`src/rtl/ps2_key_decoder.sv`:
```
// PS/2 key decoder: turns the receiver's scan-code history word into
// make/break key events, with held-key tracking, ASCII translation and
// a press counter.
module ps2_key_decoder #(
    parameter int STABLE_CYCLES  = 2,
    parameter int PREFIX_TIMEOUT = 2_000_000,
    parameter int CNT_W          = 8
) (
    input  logic             clk,
    input  logic             rst,
    input  logic [31:0]      keycode,
    input  logic             ready,
    output logic             key_valid,
    output logic [7:0]       key_code,
    output logic             key_ext,
    output logic             key_release,
    output logic [7:0]       ascii,
    output logic             key_down,
    output logic [7:0]       held_code,
    output logic [CNT_W-1:0] press_count
);

    localparam int STB_W = $clog2(STABLE_CYCLES + 1);
    localparam int TO_W  = $clog2(PREFIX_TIMEOUT + 1);

    typedef enum logic [1:0] {
        ST_IDLE = 2'd0,
        ST_E0   = 2'd1,
        ST_F0   = 2'd2,
        ST_E0F0 = 2'd3
    } state_e;

    // Uppercase ASCII for the unextended scan codes the display cares about.
    function automatic logic [7:0] ascii_lut(input logic [7:0] code);
        case (code)
            8'h1C: ascii_lut = 8'h41; 8'h32: ascii_lut = 8'h42; 8'h21: ascii_lut = 8'h43;
            8'h23: ascii_lut = 8'h44; 8'h24: ascii_lut = 8'h45; 8'h2B: ascii_lut = 8'h46;
            8'h34: ascii_lut = 8'h47; 8'h33: ascii_lut = 8'h48; 8'h43: ascii_lut = 8'h49;
            8'h3B: ascii_lut = 8'h4A; 8'h42: ascii_lut = 8'h4B; 8'h4B: ascii_lut = 8'h4C;
            8'h3A: ascii_lut = 8'h4D; 8'h31: ascii_lut = 8'h4E; 8'h44: ascii_lut = 8'h4F;
            8'h4D: ascii_lut = 8'h50; 8'h15: ascii_lut = 8'h51; 8'h2D: ascii_lut = 8'h52;
            8'h1B: ascii_lut = 8'h53; 8'h2C: ascii_lut = 8'h54; 8'h3C: ascii_lut = 8'h55;
            8'h2A: ascii_lut = 8'h56; 8'h1D: ascii_lut = 8'h57; 8'h22: ascii_lut = 8'h58;
            8'h35: ascii_lut = 8'h59; 8'h1A: ascii_lut = 8'h5A;
            8'h45: ascii_lut = 8'h30; 8'h16: ascii_lut = 8'h31; 8'h1E: ascii_lut = 8'h32;
            8'h26: ascii_lut = 8'h33; 8'h25: ascii_lut = 8'h34; 8'h2E: ascii_lut = 8'h35;
            8'h36: ascii_lut = 8'h36; 8'h3D: ascii_lut = 8'h37; 8'h3E: ascii_lut = 8'h38;
            8'h46: ascii_lut = 8'h39;
            8'h29: ascii_lut = 8'h20; 8'h5A: ascii_lut = 8'h0D; 8'h66: ascii_lut = 8'h08;
            default: ascii_lut = 8'h00;
        endcase
    endfunction

    logic [31:0]      kc_s1_q, kc_s2_q, kc_prev_q, last_word_q;
    logic             rdy_q;
    logic [STB_W-1:0] stb_cnt_q;
    logic [TO_W-1:0]  to_cnt_q;
    state_e           state_q;

    logic             key_valid_q, key_ext_q, key_release_q, key_down_q, held_ext_q;
    logic [7:0]       key_code_q, ascii_q, held_code_q;
    logic [CNT_W-1:0] press_count_q;

    logic       byte_evt_s, is_e0_s, is_f0_s, ignored_s;
    logic       emit_s, emit_ext_s, emit_rel_s, same_key_s;
    logic [7:0] byte_s;

    // A word is a new byte once it has sat unchanged long enough; the
    // equality term keeps a stale saturated count from firing on a fresh word.
    assign byte_evt_s = (stb_cnt_q == STB_W'(STABLE_CYCLES)) && (kc_s2_q == kc_prev_q)
                        && rdy_q && (kc_s2_q != last_word_q);
    assign byte_s     = kc_s2_q[7:0];
    assign is_e0_s    = (byte_s == 8'hE0);
    assign is_f0_s    = (byte_s == 8'hF0);
    assign ignored_s  = (byte_s == 8'h00) || (byte_s == 8'hAA) || (byte_s == 8'hFA)
                        || (byte_s == 8'hFE) || (byte_s == 8'hFF);
    assign same_key_s = key_down_q && ({emit_ext_s, byte_s} == {held_ext_q, held_code_q});

    // Synchronise the receiver word/flag and track how long the word has been stable.
    always_ff @(posedge clk) begin
        if (rst) begin
            kc_s1_q     <= 32'd0;
            kc_s2_q     <= 32'd0;
            kc_prev_q   <= 32'd0;
            rdy_q       <= 1'b0;
            stb_cnt_q   <= '0;
            last_word_q <= 32'd0;
        end else begin
            kc_s1_q   <= keycode;
            kc_s2_q   <= kc_s1_q;
            kc_prev_q <= kc_s2_q;
            rdy_q     <= ready;
            if (kc_s2_q != kc_prev_q) begin
                stb_cnt_q <= STB_W'(1);
            end else if (stb_cnt_q != STB_W'(STABLE_CYCLES)) begin
                stb_cnt_q <= stb_cnt_q + STB_W'(1);
            end else begin
                stb_cnt_q <= stb_cnt_q;
            end
            if (byte_evt_s) begin
                last_word_q <= kc_s2_q;
            end else begin
                last_word_q <= last_word_q;
            end
        end
    end

    // Decide whether the current byte completes a key event and of which kind.
    always_comb begin
        emit_s     = 1'b0;
        emit_ext_s = 1'b0;
        emit_rel_s = 1'b0;
        if (byte_evt_s && !is_e0_s && !is_f0_s) begin
            case (state_q)
                ST_IDLE: emit_s = !ignored_s;
                ST_E0:   begin emit_s = 1'b1; emit_ext_s = 1'b1; end
                ST_F0:   begin emit_s = 1'b1; emit_rel_s = 1'b1; end
                ST_E0F0: begin emit_s = 1'b1; emit_ext_s = 1'b1; emit_rel_s = 1'b1; end
                default: emit_s = 1'b0;
            endcase
        end else begin
            emit_s = 1'b0;
        end
    end

    // Prefix FSM with abandonment timer, plus all registered key outputs.
    always_ff @(posedge clk) begin
        if (rst) begin
            state_q       <= ST_IDLE;
            to_cnt_q      <= '0;
            key_valid_q   <= 1'b0;
            key_code_q    <= 8'h00;
            key_ext_q     <= 1'b0;
            key_release_q <= 1'b0;
            ascii_q       <= 8'h00;
            key_down_q    <= 1'b0;
            held_code_q   <= 8'h00;
            held_ext_q    <= 1'b0;
            press_count_q <= '0;
        end else begin
            key_valid_q <= 1'b0;
            if (byte_evt_s) begin
                to_cnt_q <= '0;
                case (state_q)
                    ST_IDLE: state_q <= is_e0_s ? ST_E0 : (is_f0_s ? ST_F0 : ST_IDLE);
                    ST_E0:   state_q <= is_f0_s ? ST_E0F0 : (is_e0_s ? ST_E0 : ST_IDLE);
                    ST_F0:   state_q <= is_f0_s ? ST_F0 : (is_e0_s ? ST_E0F0 : ST_IDLE);
                    ST_E0F0: state_q <= (is_e0_s || is_f0_s) ? ST_E0F0 : ST_IDLE;
                    default: state_q <= ST_IDLE;
                endcase
            end else if (state_q != ST_IDLE && to_cnt_q == TO_W'(PREFIX_TIMEOUT)) begin
                state_q  <= ST_IDLE;
                to_cnt_q <= '0;
            end else if (state_q != ST_IDLE) begin
                to_cnt_q <= to_cnt_q + TO_W'(1);
            end else begin
                to_cnt_q <= '0;
            end

            if (emit_s) begin
                key_valid_q   <= 1'b1;
                key_code_q    <= byte_s;
                key_ext_q     <= emit_ext_s;
                key_release_q <= emit_rel_s;
                if (!emit_rel_s) begin
                    // Typematic repeats of the held key pulse but do not count.
                    if (!same_key_s) begin
                        press_count_q <= press_count_q + CNT_W'(1);
                        held_code_q   <= byte_s;
                        held_ext_q    <= emit_ext_s;
                    end
                    key_down_q <= 1'b1;
                    ascii_q    <= emit_ext_s ? 8'h00 : ascii_lut(byte_s);
                end else if (same_key_s) begin
                    key_down_q  <= 1'b0;
                    held_code_q <= 8'h00;
                    held_ext_q  <= 1'b0;
                end
            end
        end
    end

    assign key_valid   = key_valid_q;
    assign key_code    = key_code_q;
    assign key_ext     = key_ext_q;
    assign key_release = key_release_q;
    assign ascii       = ascii_q;
    assign key_down    = key_down_q;
    assign held_code   = held_code_q;
    assign press_count = press_count_q;

endmodule

```
`config.mk`:
```
export PLATFORM = sky130hd
export DESIGN_NAME = ps2_key_decoder
export DESIGN_NICKNAME = d
export VERILOG_FILES = /design/src/rtl/ps2_key_decoder.sv
export SDC_FILE = /design/constraint.sdc
export NUM_CORES = 1
export LEC_CHECK = 0
export ABC_AREA = 1
export BUFFER_PORTS_ARGS = -buffer_cell sky130_fd_sc_hd__buf_4
export CAP_MARGIN = 20
export CORE_UTILIZATION = 30
export DETAILED_ROUTE_END_ITERATION = 8
export GPL_TIMING_DRIVEN = 0
export SETUP_SLACK_MARGIN = 0.2
export SLEW_MARGIN = 5
export SYNTH_ARGS = -nofsm -noshare
export SYNTH_HDL_FRONTEND = slang
export SYNTH_SLANG_ARGS = --single-unit
```
`constraint.sdc`:
```
create_clock -name clk -period 2.35 [get_ports clk]
set_input_delay 0.1175 -clock clk [delete_from_list [all_inputs] [get_ports clk]]
set_output_delay 0.1175 -clock clk [all_outputs]
set_load 0.01 [all_outputs]
```
==> results.py <==
metrics = {
    "route": {
        "wl_per_cell_um": 12.2,
        "drtIter0Drc": 440,
        "wl_met2_mm": 10.0,
        "drtAntennaViolNets": 0,
        "wl_mm": 21.5,
        "drt-met1-wl_mm": 10.1,
        "first_pass_iters": 5,
        "top_layer_used": "met4",
        "drc": 0,
        "dr_wl_met3_um": 924,
        "vias": 7650,
        "vias_per_cell": 4.34,
    },
    "synth": {
        "syn_inst": 1217,
        "ys_types": 45,
        "syn-mean-instance-area_sq_um": 7.09,
        "yosysSeqAreaShare": 0.457,
        "synth_seq_cells": 197,
        "synth_edf_count": 0,
        "synthesis.nets": 1265,
        "syn_area_sq_um": 8630,
        "async_flop_share": 0,
        "synthFlopType": "dfxtp_1",
        "yosys_warnings": 0,
    },
    "die": {
        "die_h_um": 172,
        "die-area_sq_um": 29400,
        "fp.dieW_um": 172,
        "core_area_sq_um": 28000,
        "ios": 71,
        "start_util": 0.308,
        "rows": 61,
    },
    "sta": {
        "fin_crit_ns": 2.44,
        "finalWorstSetupSlack_ns": -0.0888,
        "holdWs_ns": 0.121,
        "fin_setup_tns_ns": -0.592,
        "slew_headroom": 0.537,
        "max_freq_ghz": 0.410,
        "clock_skew_ns": 0.0118,
        "tightest_slew_ns": 0.695,
        "rsz0062_at_grt": "yes",
        "post-route-period-util": 1.04,
        "hold_violations": 0,
        "setup_viol": 14,
        "slew_violations": 0,
    },
    "critical_path": {
        "cp-end-kind": "flip-flop",
        "critPathMostFrequentCell": "nand2_1",
        "path_max_fanout": 5,
        "reg2regPathDepth": 18,
        "crit_path_start_kind": "flip-flop",
        "critPathRequiredTime_ns": 2.69,
        "crit_slowest_cell": "dfxtp_1",
        "cpPeakStageDelay_ns": 0.36,
        "path_cells": "xor2_1, nor2_1, nand2_1, nor2_2, nand2_1, nor2_4, nand3_4, nor2_8, nand2_4, or2_4, nand3_4, ha_4, clkinv_8, nand2_8, nand2_4, nand2_2, nand2_1, inv_1",
        "path_class": "flip-flop to flip-flop",
        "critPathArrivalTime_ns": 2.78,
    },
    "power_and_ir_drop": {
        "p_comb_frac": 0.072,
        "total_power_mw": 6.98,
        "p_leak_nw": 5.13,
        "p_int_mw": 5.35,
        "ir_drop_mv": 0.482,
        "seqPwrFrac": 0.495,
        "pwr_density_cell_nw_per_um2": 612,
        "p_clk_frac": 0.433,
        "switchingPower_mw": 1.63,
        "swShare": 0.233,
    },
    "global_route": {
        "grt_pass1_wl_mm": 35.2,
        "antenna_found_initial": 0,
        "grt_overflow": 0,
        "track_usage": 0.153,
        "grt_pass1_vias": 7264,
        "grt_max_degree": 17,
    },
    "final_layout": {
        "post-route-util": 0.408,
        "drive_gt1_frac": 0.189,
        "seqCellArea_sq_um": 3990,
        "syn2layout_area_growth_pct": 32.4,
        "n_antenna_cell": 0,
        "num-nets-final": 1420,
        "multi_input_area_sq_um": 4030,
        "n_fill_cell": 2855,
    },
    "clocking": {
        "worstSkewPairLatency_ns": 0.44,
        "clock-root-buffer": "clkbuf_16",
        "cts_inserted_buffers": 17,
        "cts_max_path_buffers": 2,
        "cts_sinks": 197,
        "h-tree-depth": 4,
        "clk_pin_slew_ns": 0.07,
        "cts_tree": "yes",
    },
    "place": {
        "gp_congestion": 0.873,
        "io_buffers": 68,
        "dp_hpwl_mm": 15.1,
    },
    "run_status": {
        "outcome": "finished, violations left",
        "violations": "negative setup slack",
    },
    "worst_hold_path": {
        "min_path_cells": 2,
        "hold_class": "input port to flip-flop",
    },
    "flow_run": {
        "drv_cap": 0,
    },
}
[per-stage QoR]
| step | cells | area [sq um] | worst slack [ns] |
|---|---|---|---|
| after floorplan | 1217 | 8670 | -0.133 |
| after global placement | 1663 | 9660 | -0.694 |
| after detailed placement | 1663 | 9660 | -0.723 |
| after CTS | 1755 | 11100 | -0.0394 |
| after global routing | 1762 | 11400 | -0.191 |
| final | 1762 | 11400 | -0.0888 |
[power groups by stage]
stage / Combinational, mW / Clock (mW) / Sequential [mW]
2_1_floorplan: 0.274 / 0 / 3.52
3_3_place_gp: 0.411 / 0 / 3.53
3_5_place_dp: 0.411 / 0 / 3.53
4_1_cts: 0.479 / 3.11 / 3.46
5_1_grt: 0.566 / 3.24 / 3.46
6_report: 0.503 / 3.03 / 3.45
[worst max-delay path: cells and delay by family, from the launching register on]
kind	cells	cell delay, ns
and+or+nand+nor	14	1.45
DFF	1	0.36
adders and majority gates	1	0.24
xor gates and xnor gates	1	0.17
buffers and inverters	2	0.11
[cell type report]
class	count	area share
Buffer	37	0.0213
Clock inverter	11	0.0133
Tap cell	378	0.0414
Multi-Input combinational cell	762	0.353
Timing Repair Buffer	134	0.104
Clock buffer	20	0.0400
Inverter	222	0.0758
Sequential cell	197	0.349
Timing Repair inverter	1	0.000986
[timing repair]
action / in CTS / in global routing
buffers inserted: 25 / 6
setup endpoints to repair: 63 / 103
gates cloned: 3 / 1
hold buffers: 33 / 0
gates resized for setup: 70 / 91
endpoints found under the hold margin: 33 / 0
pin swaps: 31 / 34
[synth_stat cells (all sizes together), types with 2 or more instances]
cell     instances  area (sq um)
nor2           266          1040
nand2          248           953
inv            221           830
dfxtp          197          3940
o21ai           46           230
nand3           36           193
a21oi           30           150
xnor2           30           263
clkbuf          24          90.1
xor2            21           184
nand4           18           119
buf             13          92.6
ha              13           163
a211oi          11          82.6
nor4            10          62.6
nor3             8          45.0
o211ai           4          30.0
a221oi           2          17.5
a31oi            2          12.5
o2111ai          2          17.5
o22ai            2          12.5
o31ai            2          15.0
[per-layer routing]
| metal | up-vias | track usage |
|---|---|---|
| li1 | 4000 | - |
| met1 | 3442 | 0.194 |
| met2 | 171 | 0.253 |
| met3 | 37 | 0.0278 |
| met4 | 0 | 0.0664 |
| met5 | - | 0 |
[cell usage in the layout (no fill, tap or decap), types with 17 or more instances in the layout]
cell,Yosys,routed
nand4_1,17,17
a21oi_1,30,27
o21ai_0,46,38
clkbuf_16,0,18
nand2_1,243,224
dlygate4sd3_1,0,33
buf_6,4,18
xnor2_1,30,28
buf_4,3,87
nand3_1,35,24
inv_1,215,210
dfxtp_1,197,174
nor2_1,261,241
xor2_1,21,21
[registers in the layout, summed over array words and instances, names as in the netlist, 2 cells and up, named ones only]
name / flops
to_cnt_q: 21
kc_prev_q: 32
key_code: 8
held_code: 8
press_count: 8
ascii: 7
stb_cnt_q: 2
kc_s1_q: 32
state_q: 2
kc_s2_q: 32
last_word_q: 32
[cells by family (layout without fill, tap and decap cells)]
family	after synthesis	count (layout)	synth area share
simple gates	590	591	0.283
flops	197	197	0.457
other cells	1	1	0.000435
fa+ha+maj	13	13	0.0189
compound gates	106	106	0.0706
buf+inv	259	425	0.118
xor+xnor	51	51	0.0518
[worst paths after layout]
check	slack, ns	start	end
worst min register to register	0.39	kc_s1_q[15]$_SDFF_PP0_	kc_s2_q[15]$_SDFF_PP0_
worst max-delay path	-0.09	kc_s2_q[30]$_SDFF_PP0_	held_code[7]$_SDFFE_PP0P_
worst min-delay path	0.12	rst	kc_s2_q[3]$_SDFF_PP0_
worst max register to register	-0.09	kc_s2_q[30]$_SDFF_PP0_	held_code[7]$_SDFFE_PP0P_
Power figures use the tool's default switching activity.
